$ cat config.mk
export PLATFORM = sky130hd
export DESIGN_NAME = mem_arbiter
export DESIGN_NICKNAME = d
export VERILOG_FILES = /design/src/rtl/mem_arb_pkg.sv /design/src/rtl/mem_arb_pick.sv /design/src/rtl/mem_arbiter.sv
export SDC_FILE = /design/constraint.sdc
export NUM_CORES = 1
export LEC_CHECK = 0
export ABC_AREA = 1
export CORE_ASPECT_RATIO = 2
export CORE_MARGIN = 1.5
export CORE_UTILIZATION = 41
export DETAILED_ROUTE_END_ITERATION = 16
export GPL_ROUTABILITY_DRIVEN = 0
export PLACE_DENSITY = 0.81
export REMOVE_ABC_BUFFERS = 1
export SYNTH_ARGS = -nofsm -noshare
export SYNTH_HDL_FRONTEND = slang
export SYNTH_HIERARCHICAL = 1
export SYNTH_SLANG_ARGS = --single-unit
$ cat constraint.sdc
create_clock -name clk -period 2.65 [get_ports clk]
set_input_delay 0.53 -clock clk [delete_from_list [all_inputs] [get_ports clk]]
set_output_delay 0.53 -clock clk [all_outputs]
set_load 0.03 [all_outputs]
$ cat src/rtl/mem_arb_pkg.sv
// -----------------------------------------------------------------------------
// mem_arb_pkg
// Shared definitions for the fetch/data memory arbiter:
//   - FSM state encoding (IDLE, FETCH, DATA, RESP)
//   - bit positions inside the 4-bit size qualifier {lh, lb, sh, sb}
//   - width of the data-grant streak counter
// -----------------------------------------------------------------------------
package mem_arb_pkg;

  // FSM state encoding.
  localparam logic [1:0] IDLE  = 2'd0;
  localparam logic [1:0] FETCH = 2'd1;
  localparam logic [1:0] DATA  = 2'd2;
  localparam logic [1:0] RESP  = 2'd3;

  // Bit positions in the size qualifier carried on d_size / m_size.
  localparam int SB = 0;
  localparam int SH = 1;
  localparam int LB = 2;
  localparam int LH = 3;

  // Streak counter width; holds MAX_DSTREAK values 1..15.
  localparam int STREAK_W = 4;

endpackage : mem_arb_pkg

$ cat src/rtl/mem_arb_pick.sv
// -----------------------------------------------------------------------------
// arb_pick
// Grant decision for the memory arbiter plus the data-grant streak counter.
// Data normally wins (it belongs to the older instruction), but once
// MAX_DSTREAK data grants have been made back-to-back while fetch was waiting,
// the next grant goes to fetch.
//
// Ports:
//   clk          clock
//   reset        asynchronous active-low reset
//   if_req       fetch port request
//   d_req        data port request
//   grant_en     arbiter is in IDLE and may grant this cycle
//   grant_fetch  fetch wins this cycle (only while grant_en)
//   grant_data   data wins this cycle (only while grant_en)
// -----------------------------------------------------------------------------
module arb_pick
  import mem_arb_pkg::*;
#(
  parameter int unsigned MAX_DSTREAK = 4
) (
  input  logic clk,
  input  logic reset,
  input  logic if_req,
  input  logic d_req,
  input  logic grant_en,
  output logic grant_fetch,
  output logic grant_data
);

  localparam logic [STREAK_W-1:0] STREAK_MAX = STREAK_W'(MAX_DSTREAK);

  logic [STREAK_W-1:0] streak_q, streak_d;
  logic                fetch_forced;

  assign fetch_forced = if_req && (streak_q == STREAK_MAX);

  always_comb begin
    // NOTE: every output of this block gets a default first so no path leaves
    // a variable unassigned, which would otherwise infer a latch.
    grant_fetch = 1'b0;
    grant_data  = 1'b0;
    streak_d    = streak_q;
    if (grant_en) begin
      if (d_req && !fetch_forced) begin
        grant_data = 1'b1;
        // Only a data grant that actually held fetch off extends the streak.
        if (!if_req) begin
          streak_d = '0;
        end else if (streak_q >= STREAK_MAX) begin
          streak_d = STREAK_MAX;
        end else begin
          streak_d = streak_q + 1'b1;
        end
      end else if (if_req) begin
        grant_fetch = 1'b1;
        streak_d    = '0;
      end
    end
  end

  // NOTE: state registers use non-blocking assignments so every flop samples
  // its pre-edge value regardless of statement order.
  always_ff @(posedge clk or negedge reset) begin
    if (!reset) begin
      streak_q <= '0;
    end else begin
      streak_q <= streak_d;
    end
  end

endmodule : arb_pick

$ cat src/rtl/mem_arbiter.sv
// -----------------------------------------------------------------------------
// mem_arbiter
// Shares one single-ported memory between the instruction-fetch port and the
// load/store port. One requester is granted at a time; the memory request and
// payload are registered on the grant edge and held until m_ack. Read data is
// registered on m_ack and the owner's ready pulses for one cycle in RESP.
// Requests are not sampled in RESP so a req still held high is not re-granted.
//
// Build option: define MEM_ARB_PERF_EN to build the 16-bit saturating
// wait-cycle counters behind perf_fetch_wait / perf_data_wait; otherwise those
// outputs are tied to zero and no counter flops exist.
//
// Ports:
//   clk, reset                   clock, asynchronous active-low reset
//   if_req/if_addr               fetch request and PC
//   if_rdata/if_ready            registered instruction, completion pulse
//   d_req/d_wr/d_addr/d_wdata    data request, store flag, address, store data
//   d_size                       {lh,lb,sh,sb} qualifiers, passed through
//   d_rdata/d_ready              registered load data, completion pulse
//   m_req/m_wr/m_addr/m_wdata    memory request and held payload
//   m_size                       size qualifiers to memory
//   m_rdata/m_ack                memory read data, completion strobe
//   pipe_stall                   either port is waiting
//   perf_fetch_wait/data_wait    wait-cycle counters (optional)
// -----------------------------------------------------------------------------
module mem_arbiter
  import mem_arb_pkg::*;
#(
  parameter int unsigned MAX_DSTREAK = 4,
  parameter int unsigned AW          = 32,
  parameter int unsigned DW          = 32
) (
  input  logic          clk,
  input  logic          reset,
  input  logic          if_req,
  input  logic [AW-1:0] if_addr,
  output logic [DW-1:0] if_rdata,
  output logic          if_ready,
  input  logic          d_req,
  input  logic          d_wr,
  input  logic [AW-1:0] d_addr,
  input  logic [DW-1:0] d_wdata,
  input  logic [3:0]    d_size,
  output logic [DW-1:0] d_rdata,
  output logic          d_ready,
  output logic          m_req,
  output logic          m_wr,
  output logic [AW-1:0] m_addr,
  output logic [DW-1:0] m_wdata,
  output logic [3:0]    m_size,
  input  logic [DW-1:0] m_rdata,
  input  logic          m_ack,
  output logic          pipe_stall,
  output logic [15:0]   perf_fetch_wait,
  output logic [15:0]   perf_data_wait
);

  logic [1:0]    state_q,    state_d;
  logic          m_req_q,    m_req_d;
  logic          m_wr_q,     m_wr_d;
  logic [AW-1:0] m_addr_q,   m_addr_d;
  logic [DW-1:0] m_wdata_q,  m_wdata_d;
  logic [3:0]    m_size_q,   m_size_d;
  logic [DW-1:0] if_rdata_q, if_rdata_d;
  logic [DW-1:0] d_rdata_q,  d_rdata_d;
  logic          if_ready_q, if_ready_d;
  logic          d_ready_q,  d_ready_d;

  logic grant_en, grant_fetch, grant_data;

  assign grant_en = (state_q == IDLE);

  arb_pick #(
    .MAX_DSTREAK (MAX_DSTREAK)
  ) u_pick (
    .clk         (clk),
    .reset       (reset),
    .if_req      (if_req),
    .d_req       (d_req),
    .grant_en    (grant_en),
    .grant_fetch (grant_fetch),
    .grant_data  (grant_data)
  );

  always_comb begin
    state_d    = state_q;
    m_req_d    = m_req_q;
    m_wr_d     = m_wr_q;
    m_addr_d   = m_addr_q;
    m_wdata_d  = m_wdata_q;
    m_size_d   = m_size_q;
    if_rdata_d = if_rdata_q;
    d_rdata_d  = d_rdata_q;
    // Ready is a one-cycle pulse: it is only ever set on the m_ack edge.
    if_ready_d = 1'b0;
    d_ready_d  = 1'b0;

    case (state_q)
      IDLE: begin
        if (grant_data) begin
          state_d   = DATA;
          m_req_d   = 1'b1;
          m_wr_d    = d_wr;
          m_addr_d  = d_addr;
          m_wdata_d = d_wdata;
          m_size_d  = d_size;
        end else if (grant_fetch) begin
          // m_wdata is left as-is on a fetch; memory ignores it for reads.
          state_d  = FETCH;
          m_req_d  = 1'b1;
          m_wr_d   = 1'b0;
          m_addr_d = if_addr;
          m_size_d = '0;
        end
      end
      FETCH: begin
        if (m_ack) begin
          state_d    = RESP;
          m_req_d    = 1'b0;
          if_rdata_d = m_rdata;
          if_ready_d = 1'b1;
        end
      end
      DATA: begin
        // Stores latch m_rdata too; d_rdata content is meaningless for them.
        if (m_ack) begin
          state_d   = RESP;
          m_req_d   = 1'b0;
          d_rdata_d = m_rdata;
          d_ready_d = 1'b1;
        end
      end
      default: begin
        state_d = IDLE;
      end
    endcase
  end

  always_ff @(posedge clk or negedge reset) begin
    if (!reset) begin
      state_q    <= IDLE;
      m_req_q    <= 1'b0;
      m_wr_q     <= 1'b0;
      m_addr_q   <= '0;
      m_wdata_q  <= '0;
      m_size_q   <= '0;
      if_rdata_q <= '0;
      d_rdata_q  <= '0;
      if_ready_q <= 1'b0;
      d_ready_q  <= 1'b0;
    end else begin
      state_q    <= state_d;
      m_req_q    <= m_req_d;
      m_wr_q     <= m_wr_d;
      m_addr_q   <= m_addr_d;
      m_wdata_q  <= m_wdata_d;
      m_size_q   <= m_size_d;
      if_rdata_q <= if_rdata_d;
      d_rdata_q  <= d_rdata_d;
      if_ready_q <= if_ready_d;
      d_ready_q  <= d_ready_d;
    end
  end

  assign m_req    = m_req_q;
  assign m_wr     = m_wr_q;
  assign m_addr   = m_addr_q;
  assign m_wdata  = m_wdata_q;
  assign m_size   = m_size_q;
  assign if_rdata = if_rdata_q;
  assign d_rdata  = d_rdata_q;
  assign if_ready = if_ready_q;
  assign d_ready  = d_ready_q;

  assign pipe_stall = (if_req & ~if_ready_q) | (d_req & ~d_ready_q);

`ifdef MEM_ARB_PERF_EN
  logic [15:0] perf_fetch_q, perf_data_q;

  always_ff @(posedge clk or negedge reset) begin
    if (!reset) begin
      perf_fetch_q <= '0;
      perf_data_q  <= '0;
    end else begin
      if (if_req && !if_ready_q && (perf_fetch_q != 16'hFFFF)) begin
        perf_fetch_q <= perf_fetch_q + 16'd1;
      end
      if (d_req && !d_ready_q && (perf_data_q != 16'hFFFF)) begin
        perf_data_q <= perf_data_q + 16'd1;
      end
    end
  end

  assign perf_fetch_wait = perf_fetch_q;
  assign perf_data_wait  = perf_data_q;
`else
  assign perf_fetch_wait = '0;
  assign perf_data_wait  = '0;
`endif

endmodule : mem_arbiter

After elaboration in Yosys (flattened, before gate mapping)
Index checks and enable logic that the tools add are counted.
- input port bits: 138
- bits in registers: 142
- output and inout port bits: 169
- equality and inequality tests: 5
- add/sub/neg operators: 1
- bitwise logic cells: 5
- muxes and demuxes: 26
- reduce and logical (&&, ||, !) cells: 15
- magnitude comparators: 1
- operators by type and width (operator ; number):
    32-bit 2-to-1 mux ; 2
    4-bit 2-to-1 mux ; 6
    1-bit 2-to-1 mux ; 13
    2-bit AND reduction ; 6
    2-bit 2-to-1 mux ; 3
    2-bit nonzero test ; 3
    4-bit by 1-bit adder with 4-bit output, second input constant ; 1
    4-bit by 3-bit equality test with 1-bit output, second input constant ; 1
    4-bit by 3-bit >= comparator with 1-bit output, second input constant ; 1
    2-bit one-hot mux with 2 select lines ; 1
    3-bit by 1-bit != test with 1-bit output, second input constant ; 1
    3-bit AND reduction ; 1
    1-bit bitwise AND ; 2
    2-bit by 1-bit equality test with 1-bit output, second input constant ; 1
    2-bit equality test, second input constant ; 1
    1-bit logical AND ; 2
    2-bit logical NOT ; 1
    2-bit by 1-bit != test with 1-bit output, second input constant ; 1
    1-bit NOT ; 2
    1-bit one-hot mux with 2 select lines ; 1
    2-bit OR reduction ; 1
    1-bit logical NOT ; 1
    1-bit OR ; 1

Depth between registers and ports, before layout
Gate-level depths: netlist (run 1).
- word-level depth: 9
- gate-level depth with buffers: 12

Cells and area by module
The synthesis (run 1) kept the hierarchy.
- by module, submodules not included (module ; area an instance (um^2) ; cells each ; times used ; sequential area each (um^2)):
    mem_arbiter ; 5950.7 ; 651 ; 1 ; 3453.3
    arb_pick ; 266.5 ; 37 ; 1 ; 100.1

Worst setup path after synthesis (run 1)
Ideal clock, no wire load.
- kind: register to register
- from: register state_q[0]
- to: register m_addr_q[10], in the netlist m_addr[10]
- arrival time: 1.700 ns
- path buffers: 2
- path slack: 0.826 ns
- clock period less this slack: 1.824 ns
- cell stages (with the launch flop): 10
- required time: 2.526 ns
- library setup time: 0.124 ns
- cells stage by stage: dfrtp_1 -> inv_1 -> ha_1 -> inv_1 -> nor3_1 -> buf_2 -> inv_2 -> clkbuf_1 -> o211ai_1 -> nand2_1
- longest elaborated chain between the ends: 4
- elaborated cells on any way between the ends: 6
- those cells by class: mux: 3; reduce/logical: 3
- RTL lines (what ; line ; source):
    start: declaration ; mem_arbiter.sv:58 ; logic [1:0] state_q, state_d;
    start signal: assignment ; mem_arbiter.sv:152 ; state_q <= state_d;
    2-bit logical NOT * ; mem_arbiter.sv:71 ; assign grant_en = (state_q == IDLE);
    via grant_en ; mem_arbiter.sv:69 ; logic grant_en, grant_fetch, grant_data;
    1-bit 2-to-1 mux * ; mem_arb_pick.sv:44 ; if (grant_en) begin
    via grant_data ; mem_arbiter.sv:69 ;
    2-bit nonzero test (no line) ; - ;
    2-bit AND reduction (no line) ; - ;
    end signal: assignment ; mem_arbiter.sv:155 ; m_addr_q <= m_addr_d;
    end: declaration ; mem_arbiter.sv:61 ; logic [AW-1:0] m_addr_q, m_addr_d;
Mark *: on every way through the listed nets, which the timed path passes. The rest lies on a longest branch.
A chain may end at the register's enable or synchronous reset.

Worst setup path in the final report (run 1)
- from: input d_req
- to: output pipe_stall
- longest elaborated chain between the ends: 2
- RTL lines (what ; line ; source):
    start: declaration ; mem_arbiter.sv:39 ; input logic d_req,
    1-bit bitwise AND ; mem_arbiter.sv:175 ; assign pipe_stall = (if_req & ~if_ready_q) | (d_req & ~d_ready_q);
    1-bit OR ; mem_arbiter.sv:175 ;
    end: declaration ; mem_arbiter.sv:53 ; output logic pipe_stall,
No other way between the ends.

==> results of run 1 <==
per-layer routing:
metal | share of wire | GRT usage | vias to the layer above
met1 | 0.36 | 0.258 | 2688
met2 | 0.54 | 0.435 | 249
li1 | - | - | 2677
met5 | 0 | 0 | -
met3 | 0.072 | 0.0597 | 33
met4 | 0.024 | 0.0979 | 0
logic make-up (layout without fill, tap and decap cells):
kind of cell | after synthesis | after routing | synth area share
AOI/OAI and AO/OA | 101 | 101 | 0.0950
adders and majority gates | 6 | 6 | 0.0121
buffers and inverters | 128 | 373 | 0.101
DFF | 142 | 142 | 0.572
other | 1 | 32 | 0.000603
and+or+nand+nor | 310 | 310 | 0.220
report_power, final:
part | switching [uW] | internal (uW)
clock network | 903 | 1650
logic | 3840 | 2520
registers | 531 | 3140
total | 5280 | 7310
flip-flops by register name (all words and copies together), names as in the netlist:
signal and count:
if_rdata 32, u_pick/streak_q 4, d_ready 1, if_ready 1, m_wr 1, state_q 2, m_req 1, m_size 4
m_addr 32, m_wdata 32, d_rdata 32
cell usage in the layout (no fill, tap or decap), types with 4 or more instances in the layout:
cell | netlist | routed
clkbuf_16 | 0 | 17
dfrtp_1 | 142 | 142
nor2_1 | 4 | 4
inv_1 | 52 | 52
bufinv_16 | 0 | 4
o211ai_1 | 32 | 32
nand2_1 | 187 | 185
conb_1 | 1 | 32
nand3_1 | 79 | 79
ha_1 | 6 | 5
clkdlybuf4s50_1 | 0 | 273
clkinvlp_4 | 0 | 4
nand2_2 | 3 | 5
o21ai_0 | 64 | 64
buf_4 | 32 | 5
or2_2 | 32 | 32
buf_12 | 0 | 8
worst min-delay path: cells and delay by family (launching register included):
kind | cells | cell delay (ns)
flip-flops | 1 | 0.34
AND/OR/NAND/NOR | 2 | 0.10
area by class of cell:
type                            instances  area [um^2]  share of cell area
Clock buffer                           22          474              0.0487
Multi-Input combinational cell        449         2160               0.222
Clock inverter                         10          160              0.0164
Inverter                               53          199              0.0204
Sequential cell                       142         3550               0.365
Timing Repair Buffer                  288         2950               0.303
Tap cell                              195          244              0.0250
metrics by stage:
step	instance area (um^2)	util	cells
floorplan	5900	-	644
global placement	9100	0.614	1126
detailed placement	9100	0.614	1126
CTS	9750	0.658	1159
global route	9750	0.658	1159
finish	9750	0.658	1159
how the worst max path moves through the flow:
stage | slack (ns) | end | startpoint | cells after the start
6_report | 0.20 | pipe_stall | d_req | 4
3_5_place_dp | 0.22 | pipe_stall | d_req | 4
3_3_place_gp | 0.21 | pipe_stall | d_req | 4
4_1_cts | 0.20 | pipe_stall | d_req | 4
2_1_floorplan | -4.66 | m_addr[0] | state_q[0] | 8
5_1_grt | 0.15 | pipe_stall | d_req | 4
what timing repair did:
action                                  CTS  global route
hold buffers                              1             0
hold endpoints to repair                 24             0
endpoints found under the setup margin    0             0
==> impl_metrics.py, run 1 <==
metrics = {
    "outcome": {
        "outcome": "finished clean",
    },
    "grt": {
        "grt_pass1_vias": 5730,
        "grt_util_all_layers": 0.237,
        "antenna_found_initial": 0,
        "grt_max_degree": 66,
        "grt_first_pass_wirelength_um": 29700,
        "overflow": 0,
    },
    "synthesis": {
        "synth_edf_count": 0,
        "postSynthCellCount": 688,
        "synth_top_area_frac": 0.572,
        "syn_avg_cell_area_um2": 9.04,
        "synth_area_um2": 6220,
        "synth_warnings": 6,
        "ys_seq_area_frac": 0.572,
        "synth.distinct_cells": 24,
        "ys.flop_type": "dfrtp_1",
        "synth_seq_cells": 142,
        "yosys.area.top_type": "dfrtp_1",
        "async_flop_share": 1.00,
        "synth.most_common_cell": "nand2_1",
        "netlist_top_cells_count": "187 x nand2_1, 142 x dfrtp_1, 79 x nand3_1",
        "ys_top_cells_by_area": "dfrtp_1 57%, nand2_1 11%, nand3_1 6.4%",
    },
    "clocking": {
        "cts.path.max_buffers": 2,
        "htree_levels": 4,
        "clock-sinks": 142,
        "cts_root_buffer": "clkbuf_16",
        "ctsResizeCount": 0,
        "clk_pin_slew_ns": 0.06,
        "cts_buffers": 17,
        "cts_setup_buffers": 0,
        "tritoncts": "built",
        "clock_latency_ns": 0.41,
    },
    "critical_path": {
        "worstPathMaxFanout": 3,
        "crit_buf_inv": 3,
        "reg2reg_from": "state_q[0]",
        "critPathKind": "input port to primary output",
        "cp_common_cell": "clkdlybuf4s50_1",
        "cp-start-kind": "input port",
        "cp-end-kind": "primary output",
        "r2r_cells": 8,
        "worstPathArrival_ns": 1.92,
        "crit_family": "buffers and inverters",
        "cp_data_required_time_ns": 2.12,
        "path_cells": "clkdlybuf4s50_1 > inv_1 > o22ai_1 > clkdlybuf4s50_1",
        "crit_path_max_incr_delay_ns": 0.69,
        "slowest_stage": "clkdlybuf4s50_1",
        "r2r_setup_slack_ns": 0.63,
        "r2r-end": "m_addr[10]",
    },
    "sta": {
        "hold_violations": 0,
        "finalWorstSetupSlack_ns": 0.201,
        "min_period_ns": 2.45,
        "setup_tns_ns": 0,
        "skew_ns": 0.00747,
        "fmax_mhz": 408,
        "min_period_over_period": 0.924,
        "grt_setup_unrepaired": "false",
        "worst_hold_slack_ns": 0.467,
        "max_slew_margin": 0.644,
        "setup_viol": 0,
        "tightest_slew_ns": 0.534,
        "finalMaxSlewViolations": 0,
    },
    "min_path": {
        "hp-start": "m_wdata[1]",
        "min_path_type": "flip-flop to flip-flop",
        "hold_path_end": "m_wdata[1]",
        "hold_path_depth": 2,
    },
    "run": {
        "cap_viol_max_count": 0,
    },
    "floorplanning": {
        "die_w_um": 90.1,
        "fp.coreArea_um2": 14800,
        "num_rows": 63,
        "initial_core_util": 0.420,
        "die_area_um2": 16000,
        "die_height_um": 177,
        "num_io_pins": 307,
    },
    "power_and_ir_drop": {
        "leakage_uw": 0.00468,
        "total_power_uw": 12600,
        "p_per_area_nw_per_um2": 1290,
        "vdd.ir_drop.worst_mv": 0.717,
    },
    "routing": {
        "via_per_inst": 4.87,
        "wire_per_inst_um": 16.0,
        "drc_errors": 0,
        "wl_um": 18600,
        "first_iter_violations": 282,
        "dr.pass1.iters": 4,
        "num_vias": 5647,
        "ant_nets": 0,
    },
    "placement": {
        "pre_cts_slack_ns": 0.216,
        "port_buffers": 274,
        "hpwl_um": 13200,
    },
    "cells_and_area": {
        "num_antenna_cells": 0,
        "drive_gt1_frac": 0.0913,
        "fill_cells": 1167,
        "synthToLayoutAreaGrowth_pct": 56.8,
        "layout.nets": 1095,
    },
}
Power figures use the tool's default switching activity.
==> run 2: changes to the inputs <==
--- a/config.mk
+++ b/config.mk
@@ -7,13 +7,12 @@
 export LEC_CHECK = 0
 export ABC_AREA = 1
 export CORE_ASPECT_RATIO = 2
-export CORE_MARGIN = 1.5
+export CORE_MARGIN = 4
 export CORE_UTILIZATION = 41
 export DETAILED_ROUTE_END_ITERATION = 16
 export GPL_ROUTABILITY_DRIVEN = 0
-export PLACE_DENSITY = 0.81
+export PLACE_DENSITY = 0.8
 export REMOVE_ABC_BUFFERS = 1
 export SYNTH_ARGS = -nofsm -noshare
 export SYNTH_HDL_FRONTEND = slang
-export SYNTH_HIERARCHICAL = 1
 export SYNTH_SLANG_ARGS = --single-unit
==> run 2 against run 1 <==
  * Combinational power is essentially flat
  * First-iteration DRC count is 30% lower
  * Global-route usage shrank 2.1 points
  * Count of clock-buffer cells in the layout decreased by 2
  * Area after synthesis is 4.7% higher
  * Design area increased by 2.6%
  * Final cell count up 13%
  * Critical path depth unchanged
  * Routed wire length grew 6.0%
  * Clock power rose by 3%
  * Critical path type unchanged
  * Highest routed layer unchanged
==> impl_metrics.py, run 2 <==
metrics = {
    "outcome": {
        "outcome": "finished clean",
    },
    "routing": {
        "ant_nets": 0,
        "first_iter_violations": 196,
        "drc_errors": 0,
        "via_per_inst": 4.49,
        "wire_per_inst_um": 15.1,
        "wl_um": 19700,
        "dr.pass1.iters": 4,
        "num_vias": 5870,
    },
    "grt": {
        "overflow": 0,
        "antenna_found_initial": 0,
        "grt_pass1_vias": 6057,
        "grt_util_all_layers": 0.217,
        "grt_first_pass_wirelength_um": 31100,
        "grt_max_degree": 66,
    },
    "power_and_ir_drop": {
        "leakage_uw": 0.00539,
        "total_power_uw": 12700,
        "p_per_area_nw_per_um2": 1270,
        "vdd.ir_drop.worst_mv": 0.794,
    },
    "floorplanning": {
        "fp.coreArea_um2": 15500,
        "die_area_um2": 18100,
        "die_height_um": 186,
        "num_io_pins": 307,
        "num_rows": 64,
        "die_w_um": 97.1,
        "initial_core_util": 0.421,
    },
    "cells_and_area": {
        "num_antenna_cells": 0,
        "synthToLayoutAreaGrowth_pct": 53.6,
        "final_util": 0.647,
        "mostFrequentLayoutCell": "nand2_1",
        "fill_cells": 1289,
        "final_cell_mix": "355 x nand2_1, 272 x clkdlybuf4s50_1, 142 x inv_1, 142 x dfrtp_1, 67 x o21ai_0",
        "drive_gt1_frac": 0.0460,
        "layout.nets": 1241,
    },
    "synthesis": {
        "ys_seq_area_frac": 0.546,
        "ys.flop_type": "dfrtp_1",
        "yosys.area.top_type": "dfrtp_1",
        "synth.distinct_cells": 18,
        "netlist_top_cells_count": "357 x nand2_1, 142 x dfrtp_1, 142 x inv_1",
        "synth.most_common_cell": "nand2_1",
        "synth_seq_cells": 142,
        "synth_edf_count": 0,
        "synth_warnings": 0,
        "ys_top_cells_by_area": "dfrtp_1 55%, nand2_1 21%, inv_1 8.2%",
        "synth_top_area_frac": 0.546,
        "async_flop_share": 1.00,
        "syn_avg_cell_area_um2": 7.83,
        "postSynthCellCount": 832,
        "synth_area_um2": 6510,
    },
    "sta": {
        "tightest_slew_ns": 0.720,
        "grt_setup_unrepaired": "false",
        "setup_tns_ns": 0,
        "min_period_ns": 2.09,
        "hold_violations": 0,
        "max_slew_margin": 0.519,
        "setup_viol": 0,
        "skew_ns": 0.0103,
        "min_period_over_period": 0.789,
        "finalWorstSetupSlack_ns": 0.559,
        "finalMaxSlewViolations": 0,
        "fmax_mhz": 478,
    },
    "critical_path": {
        "cp-start-kind": "input port",
        "worstPathMaxFanout": 4,
        "worstPathArrival_ns": 1.56,
        "cp-end-kind": "primary output",
        "cp_data_required_time_ns": 2.12,
        "critPathKind": "input port to primary output",
    },
    "clocking": {
        "cts.path.max_buffers": 2,
        "ctsResizeCount": 0,
        "clock-sinks": 142,
        "cts_root_buffer": "clkbuf_16",
        "clk_pin_slew_ns": 0.06,
        "cts_buffers": 17,
        "cts.hold.buffers_added": 0,
        "cts_setup_buffers": 0,
        "tritoncts": "built",
        "clock_latency_ns": 0.42,
        "htree_levels": 4,
    },
    "run": {
        "cap_viol_max_count": 0,
    },
    "placement": {
        "pre_cts_slack_ns": 0.464,
        "port_buffers": 274,
        "hpwl_um": 14500,
    },
    "min_path": {
        "min_path_type": "input port to asynchronous set/reset pin",
    },
}
-- run 2: cell types whose count changed in the layout (fill, tap and decap cells not counted), moves of 2 or more --
| cell | previous run | this run |
|---|---|---|
| a21oi_1 | 2 | 0 |
| buf_12 | 8 | 6 |
| buf_4 | 5 | 7 |
| clkinvlp_4 | 4 | 2 |
| inv_1 | 52 | 142 |
| nand2_1 | 185 | 355 |
| nand2_2 | 5 | 3 |
| nand3_1 | 79 | 34 |
| nor2_2 | 2 | 0 |
| nor3_2 | 2 | 0 |
| o211ai_1 | 32 | 0 |
| o21ai_0 | 64 | 67 |
| or2_2 | 32 | 0 |
-- run 2: layout make-up --
cell class | instances | area (um^2) | share of cell area
clock buffers | 20 | 457 | 0.0457
clock inverters | 11 | 189 | 0.0189
inverters | 144 | 541 | 0.0540
multi-input cells | 506 | 2110 | 0.211
flip-flops and latches | 142 | 3550 | 0.355
well taps | 198 | 248 | 0.0248
repair buffers | 286 | 2910 | 0.291
-- run 2: layer usage --
metal | track usage | share of wire | vias up
li1 | - | - | 2908
met1 | 0.224 | 0.35 | 2700
met2 | 0.400 | 0.54 | 225
met3 | 0.0679 | 0.075 | 37
met4 | 0.0996 | 0.033 | 0
met5 | 0 | 0 | -
-- run 2: cell families (layout without fill, tap and decap cells) --
kind of cell             Yosys count  count (layout)  share of synthesized area
AO/OA/AOI/OAI                     70              70                     0.0559
AND/OR/NAND/NOR                  398             398                      0.237
other                              1              32                   0.000576
flip-flops                       142             142                      0.546
buffers and inverters            215             461                      0.149
adder cells (fa/ha/maj)            6               6                     0.0115
-- run 2: power by group --
group,switching [uW],internal (uW)
logic,3890,2470
clock network,904,1710
registers,558,3160
-- run 2: worst paths after layout --
path                                 endpoint  slack [ns]  cells after the start               start
max in group asynchronous          m_addr[25]        1.93                      2               reset
min reg2reg                         m_addr[8]        0.48                      2           m_addr[8]
max reg2reg                u_pick.streak_q[0]        0.81                     10  u_pick.streak_q[0]
min                                 m_size[3]        0.01                      1               reset
max                                pipe_stall        0.56                      4              if_req
min in group clk                    m_addr[8]        0.48                      2           m_addr[8]
-- run 2: critical path: stages --
cell	delay (ns)
clkdlybuf4s50_1	0.53
inv_1	0.14
o22ai_1	0.17
buf_4	0.19
-- run 2: per-stage QoR --
stage               instances  hold slack (ns)  cell area (um^2)
global placement         1276            0.459              9360
CTS                      1307           0.0185             10000
floorplan                 792            0.234              6200
detailed placement       1276            0.464              9360
global route             1307           0.0298             10000
finish                   1307           0.0115             10000
